**src/rtl/adda_pkg.sv**
```systemverilog
// Shared definitions for the ADDA sample path (DDS transmit end and ADC receive end).
package adda_pkg;

  localparam int ADC_W  = 14;
  localparam int AXIS_W = 16;

  // Offset-binary midpoint: this code represents zero in the signed domain.
  localparam logic [ADC_W-1:0] ADC_MID = 14'h2000;

  // Capture sequencer states.
  typedef enum logic {
    IDLE = 1'b0,
    RUN  = 1'b1
  } cap_state_t;

  // Offset binary to two's complement: flip the MSB, then sign-extend to AXIS_W.
  function automatic logic [AXIS_W-1:0] offset_to_signed(input logic [ADC_W-1:0] word);
    logic [ADC_W-1:0] twos;
    twos = word ^ ADC_MID;
    return {{(AXIS_W - ADC_W){twos[ADC_W-1]}}, twos};
  endfunction

  // Two's complement to offset binary, used by the DDS side before the DAC.
  function automatic logic [ADC_W-1:0] signed_to_offset(input logic [ADC_W-1:0] code);
    return code ^ ADC_MID;
  endfunction

endpackage

```
**src/rtl/sample_fifo.sv**
```systemverilog
// First-word-fall-through synchronous FIFO with occupancy count and drop indication.
module sample_fifo #(
  parameter int WIDTH      = 17,
  parameter int DEPTH_LOG2 = 4
) (
  input  logic                  clk,
  input  logic                  rst,
  input  logic                  push,
  input  logic                  pop,
  input  logic [WIDTH-1:0]      wr_data,
  output logic [WIDTH-1:0]      rd_data,
  output logic [DEPTH_LOG2:0]   level,
  output logic                  drop
);

  localparam int DEPTH = 1 << DEPTH_LOG2;
  localparam logic [DEPTH_LOG2:0] DEPTH_L = DEPTH[DEPTH_LOG2:0];

  logic [WIDTH-1:0]      mem [DEPTH];
  logic [DEPTH_LOG2-1:0] wr_ptr;
  logic [DEPTH_LOG2-1:0] rd_ptr;
  logic                  pop_ok;
  logic                  push_ok;

  // A pop in the same cycle frees a slot, so a full FIFO can still accept a push.
  always_comb begin
    pop_ok  = pop && (level != '0);
    push_ok = push && ((level < DEPTH_L) || pop_ok);
    drop    = push && !push_ok;
  end

  // Head entry falls through; reads zero while empty so outputs are clean after reset.
  always_comb begin
    rd_data = (level != '0) ? mem[rd_ptr] : '0;
  end

  // Storage array, no reset so it can map onto distributed/block memory.
  always_ff @(posedge clk) begin
    if (push_ok) mem[wr_ptr] <= wr_data;
  end

  // Pointers wrap naturally at depth; level tracks net push/pop.
  always_ff @(posedge clk or negedge rst) begin
    if (!rst) begin
      wr_ptr <= '0;
      rd_ptr <= '0;
      level  <= '0;
    end else begin
      if (push_ok) wr_ptr <= wr_ptr + 1'b1;
      if (pop_ok)  rd_ptr <= rd_ptr + 1'b1;
      case ({push_ok, pop_ok})
        2'b10:   level <= level + 1'b1;
        2'b01:   level <= level - 1'b1;
        default: level <= level;
      endcase
    end
  end

endmodule

```
**src/rtl/adc_capture.sv**
```systemverilog
// ADC receive path: register, decimate, convert to signed, buffer, stream out.
module adc_capture
  import adda_pkg::*;
#(
  parameter int SAMPLE_RATE = 4,
  parameter int DEPTH_LOG2  = 4
) (
  input  logic                 clk,
  input  logic                 rst,
  input  logic [ADC_W-1:0]     adc_data,
  input  logic                 adc_ovr,
  input  logic                 en,
  input  logic                 clr_ovf,
  output logic                 m_tvalid,
  output logic [AXIS_W-1:0]    m_tdata,
  output logic                 m_tuser,
  input  logic                 m_tready,
  output logic                 overflow,
  output logic [DEPTH_LOG2:0]  level
);

  // Counter is kept at least one bit wide; the mask makes SAMPLE_RATE=0 a constant zero.
  localparam int CW = (SAMPLE_RATE > 0) ? SAMPLE_RATE : 1;
  localparam logic [CW-1:0] CNT_MASK = CW'((1 << SAMPLE_RATE) - 1);

  logic [ADC_W-1:0] in_data_reg;
  logic             in_ovr_reg;
  cap_state_t       state_reg;
  logic [CW-1:0]    cnt_reg;
  logic             strobe;
  logic             drop;
  logic [AXIS_W:0]  head;

  // Input register runs every cycle, independent of the sequencer.
  always_ff @(posedge clk or negedge rst) begin
    if (!rst) begin
      in_data_reg <= '0;
      in_ovr_reg  <= 1'b0;
    end else begin
      in_data_reg <= adc_data;
      in_ovr_reg  <= adc_ovr;
    end
  end

  // Sequencer and decimation counter; leaving RUN discards any partial interval.
  always_ff @(posedge clk or negedge rst) begin
    if (!rst) begin
      state_reg <= IDLE;
      cnt_reg   <= '0;
    end else begin
      case (state_reg)
        IDLE: begin
          cnt_reg <= '0;
          if (en) state_reg <= RUN;
        end
        RUN: begin
          if (!en) begin
            state_reg <= IDLE;
            cnt_reg   <= '0;
          end else begin
            cnt_reg <= (cnt_reg + 1'b1) & CNT_MASK;
          end
        end
        default: begin
          state_reg <= IDLE;
          cnt_reg   <= '0;
        end
      endcase
    end
  end

  // Capture strobe: first cycle of every decimation interval while running.
  always_comb begin
    strobe = (state_reg == RUN) && (cnt_reg == '0);
  end

  sample_fifo #(
    .WIDTH      (AXIS_W + 1),
    .DEPTH_LOG2 (DEPTH_LOG2)
  ) u_fifo (
    .clk     (clk),
    .rst     (rst),
    .push    (strobe),
    .pop     (m_tready),
    .wr_data ({in_ovr_reg, offset_to_signed(in_data_reg)}),
    .rd_data (head),
    .level   (level),
    .drop    (drop)
  );

  // Stream outputs come straight from the FIFO head.
  always_comb begin
    m_tvalid = (level != '0);
    m_tuser  = head[AXIS_W];
    m_tdata  = head[AXIS_W-1:0];
  end

  // Sticky overflow; a drop in the same cycle as a clear wins.
  always_ff @(posedge clk or negedge rst) begin
    if (!rst)         overflow <= 1'b0;
    else if (drop)    overflow <= 1'b1;
    else if (clr_ovf) overflow <= 1'b0;
  end

endmodule
```
**config.mk**
```make
export PLATFORM = sky130hd
export DESIGN_NAME = adc_capture
export DESIGN_NICKNAME = d
export VERILOG_FILES = /design/src/rtl/adda_pkg.sv /design/src/rtl/sample_fifo.sv /design/src/rtl/adc_capture.sv
export SDC_FILE = /design/constraint.sdc
export NUM_CORES = 1
export LEC_CHECK = 0
export CAP_MARGIN = 20
export CORE_MARGIN = 3
export CORE_UTILIZATION = 39
export CTS_CLUSTER_SIZE = 20
export DETAILED_ROUTE_END_ITERATION = 6
export HOLD_SLACK_MARGIN = 0.05
export PLACE_DENSITY = 0.64
export REMOVE_ABC_BUFFERS = 1
export SLEW_MARGIN = 30
export SYNTH_ARGS = -nofsm -noshare
export SYNTH_HDL_FRONTEND = slang
export SYNTH_HIERARCHICAL = 1
export SYNTH_SLANG_ARGS = --single-unit
```
**constraint.sdc**
```tcl
create_clock -name clk -period 7.5 [get_ports clk]
set_clock_uncertainty 0.15 [all_clocks]
set_input_delay 1.5 -clock clk [delete_from_list [all_inputs] [get_ports clk]]
set_output_delay 1.5 -clock clk [all_outputs]
set_load 0.1 [all_outputs]
```
* Word level (Yosys, flattened, before mapping) *
Memory sizes are Yosys's and may differ from the RTL's.
Index checks and enable logic that the tools add are counted.

storage, ports and cells
  bits in latches = 0
  register bits = 34
  output and inout bits = 24
  ROM bits = 0
  memory bits (writable) = 272
  bits of input ports = 20
  memories kept = 1
  word-level logic and storage cells = 38

cells by class
  $add $sub $neg = 5
  bitwise gates (word level) = 2
  divide/modulo/power cells = 0
  order comparisons = 1
  equal/unequal tests = 2
  shift operators = 0
  muxes and demuxes = 9
  reductions and logical operators = 10
  $mul = 0

memory list
  memory      depth  bits a word  rd ports  clocked after memory_dff  wr ports  RTL line           RTL
  u_fifo.mem  16     17           1         0                         1         sample_fifo.sv:19  logic [WIDTH-1:0] mem [DEPTH];

operators with widths
  operator               number
  $mux W17               1
  $add A4 B1 Y4 const B  3
  $pmux W5 S2            1
  $pmux W4 S2            1
  $add A5 B1 Y5 const B  1
  $lt A5 B5 Y1 const B   1
  $mux W1                5
  $reduce_bool A5 Y1     1
  $sub A5 B1 Y5 const B  1
  $logic_and A1 B1 Y1    4
  $logic_not A4 Y1       1
  $mux W4                1
  $reduce_bool A2 Y1     2
  $eq A2 B1 Y1 const B   1
  $eq A2 B2 Y1 const B   1
  $not A1 Y1             2
  $logic_not A1 Y1       1
  $logic_or A1 B1 Y1     1

* Logic depth before layout (Yosys ltp) *
Gate-level depths: netlist of the first run.

  depth after elaboration = 7
  mapped depth = 14
  mapped depth without buffers = 12

* Modules after synthesis *
Netlist of the first run, hierarchy kept.

by module, submodules not included
  module       times used  cells an instance  sequential area each (um2)  area each (um2)
  sample_fifo  1           508                8493.1                      11345.9
  adc_capture  1           41                 525.5                       651.9

* Worst setup path after synthesis of the first run *
Ideal clock, no wire load.

  path type = reg-to-output
  from = reg u_fifo.level[2]
  to = out m_tdata[10]
  arrival = 2835 ps
  slack = 3015 ps
  required time = 5850 ps
  stages on the path, launching flop included = 7
  buffers on the path = 2
  path through = dfrtp_1 > clkbuf_1 > or4_4 > nor2_4 > nor3b_2 > buf_4 > a221o_1

between the ends
  word-level cells in the longest chain between the ends = 2

RTL lines
  what                      RTL line           RTL
  start: declaration        sample_fifo.sv:12  output logic [DEPTH_LOG2:0] level,
  start signal: assignment  sample_fifo.sv:52  2'b10: level <= level + 1'b1;
  start signal: assignment  sample_fifo.sv:53  2'b01: level <= level - 1'b1;
  start signal: assignment  sample_fifo.sv:54  default: level <= level;
  $reduce_bool A5 Y1        sample_fifo.sv:34  rd_data = (level != '0) ? mem[rd_ptr] : '0;
  $mux W17                  sample_fifo.sv:34
  end: declaration          adc_capture.sv:15  output logic [AXIS_W-1:0] m_tdata,

No other way between the ends.

* Final worst setup path of the first run *
  from = reg u_fifo.rd_ptr[1]
  to = out m_tdata[3]

between the ends
  word-level cells in the longest chain between the ends = 2

RTL lines
  what                      RTL line           RTL
  start: declaration        sample_fifo.sv:21  logic [DEPTH_LOG2-1:0] rd_ptr;
  start signal: assignment  sample_fifo.sv:50  if (pop_ok) rd_ptr <= rd_ptr + 1'b1;
  $mem_v2 Z16 W17           -
  $mux W17                  sample_fifo.sv:34

No other way between the ends.

==> flow_summary_export.csv, run 1 <==
group,metric,value,unit
run_status,outcome,"completed",
setup_path,arrival,4.00,ns
floorplanning,initial_core_util,40.05,%
timing,period_share,75.32,%
setup_path,required,5.85,ns
routing,routed_wl,23760,um
logic_synthesis,syn_inst,549,
timing,hold_viol_final,0,
finish,nets,648,
power_and_ir_drop,leakagePower,0.004609,uW
finish,n_antenna_cell,0,
logic_synthesis,ys_types,42,
routing,dr.pass1.iters,4,
global_route,gr-total-overflow,0,
worst_hold_path,hp-class,"register to register",
setup_path,path_cells,"buf_12 > mux4_1 > mux2_2 > a221o_1 > clkdlybuf4s50_1",
power_and_ir_drop,comb_power_share,38.5,%
clock_tree,cts_max_level,1,
logic_synthesis,synth_edf_count,272,
floorplanning,die_x,181.4,um
timing,finalSetupTns,0,ns
power_and_ir_drop,switchingPower,2174,uW
power_and_ir_drop,clkPwrFrac,23.9,%
setup_path,endpoint,"m_tdata[3]",
clock_tree,ctsHoldBuffers,0,
global_route,globalRouteTotalUtil,14.50,%
timing,setup_viol,0,
floorplanning,core-area,29950,um^2
timing,period_needed,5.649,ns
floorplanning,rows,63,
timing,worst_pin_slew,0.9817,ns
setup_path,r2r-end,"u_fifo/level[4]$_DFFE_PN0P_",
finish,nFillCells,2486,
clock_tree,post_cts_buffers,0,
setup_path,critical_path.max_fanout,44,
power_and_ir_drop,pwr-share-seq,37.6,%
routing,wire_per_inst,23.09,um
power_and_ir_drop,pwr_density_cell,413.3,nW/um^2
routing,drt.antenna.violating_nets,0,
global_route,antenna_found_initial,0,
clock_tree,clockBufferDepth,3,
setup_path,startpoint,"u_fifo/rd_ptr[1]$_DFFE_PN0P_",
logic_synthesis,syn-cell-area,12000,um^2
finish,drive_gt1_share,22.85,%
setup_path,critPathKind,"register to output pin",
timing,rsz0062_at_grt,"no",
global_route,grt_pass1_vias,5933,
clock_tree,clock_sinks,306,
placement,portBuffers,43,
setup_path,reg2reg_setup_slack,4.36,ns
power_and_ir_drop,ir_drop,0.0002801,V
setup_path,timing.rr.start,"u_fifo/level[1]$_DFFE_PN0P_",
logic_synthesis,yosys_warnings,6,
power_and_ir_drop,finalPower,5723,uW
clock_tree,cts_inserted_buffers,29,
logic_synthesis,synthFlopType,"edfxtp_1",
floorplanning,dieArea,32900,um^2
clock_tree,cts_root_buf,"clkbuf_16",
floorplanning,pin_count,44,
finish,largest_reg_flops,272,
global_route,grt_max_degree,49,
routing,drcViolationCount,0,
job,drv_cap,0,
setup_path,cpPeakStageDelay,0.98,ns
logic_synthesis,syn_area_per_cell,21.85,um^2
setup_path,cp-end-kind,"output pin",
setup_path,r2r_cells,9,
clock_tree,cts_tree,"yes",
logic_synthesis,yosys.area.top_type,"edfxtp_1",
timing,fmax,0.1770,GHz
logic_synthesis,synthTopCellsByArea,"edfxtp_1, mux4_2, dfrtp_1, mux4_1, mux2_2",
timing,maxSlewHeadroom,34.35,%
power_and_ir_drop,internal-power,3549,uW
clock_tree,ctsResizeCount,0,
placement,hpwl,13150,um
finish,area_growth,15.40,%
timing,maxSlewViolCount,0,
finish,utilization,46.22,%
routing,vias,5481,
global_route,grt_pass1_wl,36200,um
logic_synthesis,synth_top_area_share,68.08,%
worst_hold_path,min-delay-start,"overflow$_DFFE_PN0P_",
placement,place_congestion,0.7095,
power_and_ir_drop,p_sw_share,37.98,%
routing,drt_iter0_drc,416,
logic_synthesis,yosysSeqAreaShare,75.17,%
logic_synthesis,synthArstFlopShare,11.11,%
routing,routed_via_density,5.327,
clock_tree,clkTransAtPathRegs,0.06,ns
logic_synthesis,synth_seq_cells,306,
floorplanning,dieHeight,181.4,um
clock_tree,clk_latency,0.55,ns
setup_path,start_kind,"register",
setup_path,crit_slowest_cell,"clkdlybuf4s50_1",
==> layout by cell type (no fill, tap or decap), drive strengths merged, types with 10 or more instances in the layout <==
cell type / Yosys / layout
a221o: 17 / 17
clkbuf: 3 / 35
nor2: 20 / 20
ha: 10 / 10
mux4: 68 / 68
buf: 23 / 22
nor2b: 11 / 11
mux2: 19 / 19
dfrtp: 34 / 34
edfxtp: 272 / 272
clkinv: 0 / 13
clkdlybuf4s50: 0 / 42
==> cells in the mapped netlist, drive strengths merged, types with 2 or more instances <==
cell type    n
a21oi        4
a221o       17
and2b        7
buf         23
clkbuf       3
dfrtp       34
edfxtp     272
ha          10
inv          8
mux2        19
mux4        68
nand2        9
nand2b       4
nand3        2
nand4        2
nor2        20
nor2b       11
nor3         5
o21ai        2
xnor2        7
xor2         7
==> worst min path at each step <==
stage / end / depth (start not counted) / slack, ns
2_1_floorplan: cnt_reg[0]$_DFF_PN0_ / 1 / 0.30
4_1_cts: overflow$_DFFE_PN0P_ / 1 / 0.34
6_report: overflow$_DFFE_PN0P_ / 1 / 0.34
3_5_place_dp: overflow$_DFFE_PN0P_ / 1 / 0.32
5_1_grt: cnt_reg[0]$_DFF_PN0_ / 1 / 0.37
3_3_place_gp: cnt_reg[0]$_DFF_PN0_ / 1 / 0.31
==> power groups by stage <==
stage | combinational, uW | clock [uW] | sequential (uW)
finish | 2200 | 1370 | 2150
global route | 2300 | 1470 | 2180
CTS | 2230 | 1400 | 2160
detailed placement | 2220 | 0 | 2190
global placement | 2200 | 0 | 2170
floorplan | 1520 | 0 | 2350
==> cell type report <==
class	count	area (um^2)	area share, %
timing repair buffer	64	598.1	4.320
tap	390	488.0	3.524
multi-input combinational	209	2821	20.38
sequential	306	9021	65.15
clock inverter	17	138.9	1.003
clock buffer	35	748.2	5.404
inverter	8	30.03	0.2169
==> per-layer routing <==
| metal | track usage (%) | wire (um) |
|---|---|---|
| met1 | 20.27 | 10240 |
| met2 | 24.36 | 11840 |
| met3 | 2.163 | 1230 |
| met4 | 3.321 | 448 |
| met5 | 0 | 0 |
==> cell families (layout without fill, tap and decap cells) <==
family	after synthesis	after routing	synth area share (%)
flip-flops	306	306	75.17
buffers and inverters	34	124	1.825
XOR/XNOR	14	14	1.022
AO/OA/AOI/OAI	29	29	2.180
adder cells (fa/ha/maj)	10	10	1.043
multiplexers	88	88	15.54
AND/OR/NAND/NOR	68	68	3.222
==> per-stage QoR <==
step / setup WS [ns] / hold WS [ns] / instances / instance area, um^2
global placement: 2.400 / 0.3142 / 977 / 12940
global route: 1.730 / 0.3746 / 1029 / 13850
finish: 1.851 / 0.3390 / 1029 / 13850
CTS: 1.796 / 0.3415 / 1029 / 13840
floorplan: 2.315 / 0.2997 / 523 / 11810
detailed placement: 2.391 / 0.3224 / 977 / 12950
==> worst max-delay path: cells and delay by family (launching register included) <==
family | cells | cell delay (ns)
buf+inv | 2 | 1.35
mux | 2 | 0.87
flops | 1 | 0.85
compound gates | 1 | 0.32
Power figures use the tool's default switching activity.
==> run 2, diff against run 1 <==
- clock period: 7.5 -> 5.9 ns (I/O delays scaled with it)
==> flow_summary_export.csv, run 2 (synthesis gave the netlist of run 1 again) <==
group,metric,value,unit
floorplanning,dieArea,32900,um^2
clock_tree,ctsResizeCount,0,
clock_tree,clkTransAtPathRegs,0.06,ns
timing,worst_slack,1.334,ns
clock_tree,cts_tree,"yes",
clock_tree,cts_max_level,1,
finish,nets,647,
worst_hold_path,min-delay-start,"cnt_reg[0]$_DFF_PN0_",
timing,maxSlewHeadroom,34.91,%
clock_tree,ctsHoldBuffers,0,
setup_path,path_cells,"buf_12 > mux4_1 > mux2_2 > a221o_1 > buf_4",
run_status,outcome,"completed",
power_and_ir_drop,leakagePower,0.004630,uW
floorplanning,die_x,181.4,um
floorplanning,rows,63,
finish,area_growth,15.34,%
timing,finalSetupTns,0,ns
setup_path,reg2reg_setup_slack,2.82,ns
clock_tree,cts_root_buf,"clkbuf_16",
floorplanning,dieHeight,181.4,um
global_route,gr-total-overflow,0,
global_route,grt_pass1_vias,5952,
floorplanning,pin_count,44,
timing,worst_pin_slew,0.9733,ns
job,drv_cap,0,
timing,period_needed,4.566,ns
finish,stdcell_count,1030,
setup_path,r2r-end,"u_fifo/level[4]$_DFFE_PN0P_",
global_route,antenna_found_initial,0,
placement,dp_cells,976,
setup_path,cp-end-kind,"output pin",
clock_tree,clock_sinks,306,
setup_path,r2r_cells,9,
floorplanning,core-area,29950,um^2
routing,drcViolationCount,0,
clock_tree,clockBufferDepth,3,
power_and_ir_drop,pwr_density_cell,529.6,nW/um^2
setup_path,crit_slowest_cell,"dfrtp_2",
placement,placed_cell_area,12910,um^2
routing,drt.antenna.violating_nets,0,
clock_tree,clk_latency,0.54,ns
clock_tree,post_cts_buffers,0,
routing,drt_iter0_drc,404,
power_and_ir_drop,ir_drop,0.0003624,V
setup_path,start_kind,"register",
setup_path,cpPeakStageDelay,0.72,ns
global_route,globalRouteTotalUtil,14.76,%
setup_path,critical_path.max_fanout,52,
finish,largest_reg_flops,272,
worst_hold_path,hp-class,"register to register",
finish,n_antenna_cell,0,
finish,utilization,46.20,%
routing,routed_wl,24200,um
finish,final_cell_area,13840,um^2
finish,layout_commonest_cell,"edfxtp_1",
placement,place_congestion,0.7225,
setup_path,required,4.57,ns
placement,hpwl,13400,um
finish,drive_gt1_share,24.38,%
timing,period_share,77.38,%
routing,vias,5617,
timing,fmax,0.2190,GHz
floorplanning,initial_core_util,40.05,%
clock_tree,cts_inserted_buffers,29,
timing,setup_viol,0,
setup_path,arrival,3.24,ns
routing,wire_per_inst,23.50,um
placement,place_worst_setup_slack,1.915,ns
timing,maxSlewViolCount,0,
setup_path,startpoint,"u_fifo/rd_ptr[1]$_DFFE_PN0P_",
global_route,grt_pass1_wl,36880,um
routing,dr.pass1.iters,4,
finish,mostFrequentLayoutCells,"edfxtp_1, mux4_2, buf_4",
timing,hold_viol_final,0,
setup_path,timing.rr.start,"u_fifo/level[1]$_DFFE_PN0P_",
worst_hold_path,worstHoldEndpoint,"cnt_reg[0]$_DFF_PN0_",
global_route,grt_max_degree,53,
placement,portBuffers,43,
timing,rsz0062_at_grt,"no",
setup_path,critPathKind,"register to output pin",
worst_hold_path,hold_depth,1,
routing,routed_via_density,5.453,
-- run 2: changes by cell type in the layout (fill, tap and decap cells not counted), sizes merged --
cell	previous run	this run
clkinv	13	0
clkbuf	35	50
clkinvlp	1	0
buf	22	38
bufinv	2	3
clkdlybuf4s50	42	25
-- run 2: worst max path at each step --
stage / end / slack [ns] / cells after the start
6_report: m_tdata[3] / 1.33 / 5
5_1_grt: m_tdata[3] / 1.27 / 5
4_1_cts: m_tdata[3] / 1.34 / 5
3_5_place_dp: u_fifo/mem[7][7]$_DFFE_PP_ / 1.92 / 6
3_3_place_gp: m_tdata[7] / 1.96 / 5
2_1_floorplan: m_tdata[15] / 1.03 / 3
-- run 2: worst max-delay path, delay by kind of cell, from the launching register on --
family / cells / cell delay (ns)
AOI/OAI and AO/OA: 1 / 0.35
buffers and inverters: 2 / 0.64
DFF: 1 / 0.72
muxes: 2 / 0.92
-- run 2: cell type report --
cell class              count  area (um^2)
well taps                 390        488.0
fillers                  2485        16120
repair buffers             63        560.5
inverters                   8        30.03
multi-input cells         209         2815
clock buffers              50        824.5
clock inverters             4        98.84
flip-flops and latches    306         9021
-- run 2: metrics by stage --
step	power (uW)	hold WS, ns
2_1_floorplan	4913	0.2997
3_3_place_gp	5550	0.3098
3_5_place_dp	5598	0.3315
4_1_cts	7409	0.3425
5_1_grt	7626	0.3664
6_report	7329	0.3398
-- run 2: power breakdown --
part	total [uW]	internal (uW)	switching, uW
clock	1810	1070	734
combinational	2770	950	1820
sequential	2750	2540	213
-- run 2: metal layers --
| metal | vias to the layer above | track usage [%] | routed length, um |
|---|---|---|---|
| met1 | 3027 | 20.93 | 10620 |
| met4 | 0 | 2.864 | 371 |
| met3 | 27 | 2.825 | 1262 |
| li1 | 2408 | - | - |
| met5 | - | 0 | 0 |
| met2 | 155 | 24.24 | 11950 |
==> run 3, diff against run 2 <==
- PLACE_DENSITY: 0.64 -> 0.66
- clock period: 5.9 -> 4.1 ns (I/O delays scaled with it)
==> flow_summary_export.csv, run 3 (synthesis gave the netlist of run 1 again) <==
group,metric,value,unit
global_route,antenna_found_initial,0,
power_and_ir_drop,clkPwrFrac,25.6,%
clock_tree,ctsResizeCount,0,
setup_path,r2r-end,"u_fifo/level[4]$_DFFE_PN0P_",
routing,routed_wl,24190,um
floorplanning,die_x,181.4,um
setup_path,reg2reg_setup_slack,1.01,ns
setup_path,required,3.13,ns
setup_path,cp_num_cells,5,
placement,hpwl,14030,um
timing,holdWs,0.1490,ns
floorplanning,rows,63,
placement,portBuffers,43,
power_and_ir_drop,finalPower,11460,uW
timing,rsz0062_at_grt,"no",
setup_path,cp-end-kind,"output pin",
power_and_ir_drop,pwr_density_cell,801.6,nW/um^2
routing,vias,5629,
timing,maxSlewViolCount,0,
clock_tree,cts_max_level,2,
setup_path,critical_path.max_fanout,17,
power_and_ir_drop,p_sw_share,36.35,%
clock_tree,cts_inserted_buffers,34,
routing,drt_iter0_drc,464,
routing,drt.antenna.violating_nets,0,
finish,largest_reg_flops,272,
routing,drcViolationCount,0,
timing,hold_viol_final,0,
setup_path,path_cells,"or4_4 > o211ai_4 > and2b_1 > a221o_1 > buf_12",
setup_path,critPathKind,"register to output pin",
worst_hold_path,hp-class,"input port to async pin",
timing,period_needed,3.931,ns
setup_path,start_kind,"register",
floorplanning,dieHeight,181.4,um
timing,worst_pin_slew,0.9936,ns
power_and_ir_drop,switchingPower,4167,uW
finish,area_growth,19.19,%
setup_path,r2r_cells,9,
global_route,globalRouteTotalUtil,14.85,%
global_route,gr-total-overflow,0,
clock_tree,clock_sinks,306,
finish,nets,662,
setup_path,cp_num_buf_inv,1,
global_route,grt_pass1_vias,6160,
routing,dr.pass1.iters,5,
power_and_ir_drop,leakagePower,0.004863,uW
job,drv_cap,0,
finish,mostFrequentLayoutCells,"edfxtp_1, mux4_2, clkbuf_16",
finish,layout_commonest_cell,"edfxtp_1",
global_route,grt_max_degree,49,
setup_path,startpoint,"u_fifo/level[1]$_DFFE_PN0P_",
clock_tree,cts_tree,"yes",
global_route,grt_pass1_wl,37070,um
run_status,outcome,"completed",
floorplanning,initial_core_util,40.05,%
floorplanning,dieArea,32900,um^2
floorplanning,pin_count,44,
clock_tree,clockBufferDepth,3,
finish,final_cell_area,14300,um^2
setup_path,timing.rr.start,"u_fifo/level[1]$_DFFE_PN0P_",
clock_tree,post_cts_buffers,0,
power_and_ir_drop,comb_power_share,40.3,%
power_and_ir_drop,pwr-share-seq,34.1,%
placement,place_congestion,0.7597,
finish,n_antenna_cell,0,
power_and_ir_drop,ir_drop,0.0007073,V
clock_tree,clk_latency,0.50,ns
finish,drive_gt1_share,26.48,%
placement,placed_cell_area,13210,um^2
floorplanning,core-area,29950,um^2
setup_path,critical-path-top-delay-family,"compound AO/OA/AOI/OAI gates",
routing,wire_per_inst,23.10,um
clock_tree,cts_root_buf,"clkbuf_16",
routing,routed_via_density,5.376,
setup_path,cpPeakStageDelay,0.63,ns
clock_tree,ctsHoldBuffers,0,
timing,maxSlewHeadroom,33.55,%
clock_tree,clkTransAtPathRegs,0.06,ns
power_and_ir_drop,internal-power,7296,uW
timing,setup_viol,0,
setup_path,arrival,2.96,ns
timing,fmax,0.2544,GHz
setup_path,crit_slowest_cell,"or4_4",
timing,period_share,95.87,%
==> run 3: metal layers <==
layer  wire (um)  track usage (%)  vias to the layer above
met4         498            3.961                        0
met1       10650            20.85                     2991
li1            -                -                     2439
met5           0                0                        -
met3        1254            3.105                       39
met2       11790            23.90                      160
==> run 3: worst max path at each step <==
stage	endpoint	slack, ns
3_5_place_dp	u_fifo/level[4]$_DFFE_PN0P_	0.62
3_3_place_gp	u_fifo/level[4]$_DFFE_PN0P_	0.63
6_report	m_tdata[2]	0.17
2_1_floorplan	m_tdata[15]	-0.41
5_1_grt	m_tdata[2]	0.08
4_1_cts	m_tdata[2]	0.12
==> run 3: power by group through the flow <==
stage | Sequential, uW | Clock [uW] | Combinational (uW)
after detailed placement | 3980 | 0 | 4650
after global routing | 3950 | 3140 | 4800
after floorplan | 4290 | 0 | 2780
final | 3910 | 2930 | 4620
after CTS | 3920 | 3010 | 4670
after global placement | 3950 | 0 | 4610
==> run 3: area by class of cell <==
type                       count  area [um^2]
timing repair buffer          73        878.3
sequential                   306         9021
tap                          390        488.0
clock inverter                14        146.4
fill                        2426        15650
clock buffer                  47        940.9
inverter                       8        30.03
multi-input combinational    209         2795
==> run 3: per-stage QoR <==
stage                     setup TNS (ns)  std cells  utilization (%)  setup slack [ns]
after floorplan                   -6.436        523                -           -0.4050
after global placement                 0        985            44.02            0.6287
after detailed placement               0        986            44.11            0.6201
after CTS                              0       1047            47.74            0.1250
after global routing                   0       1047            47.74           0.07959
final                                  0       1047            47.74            0.1695
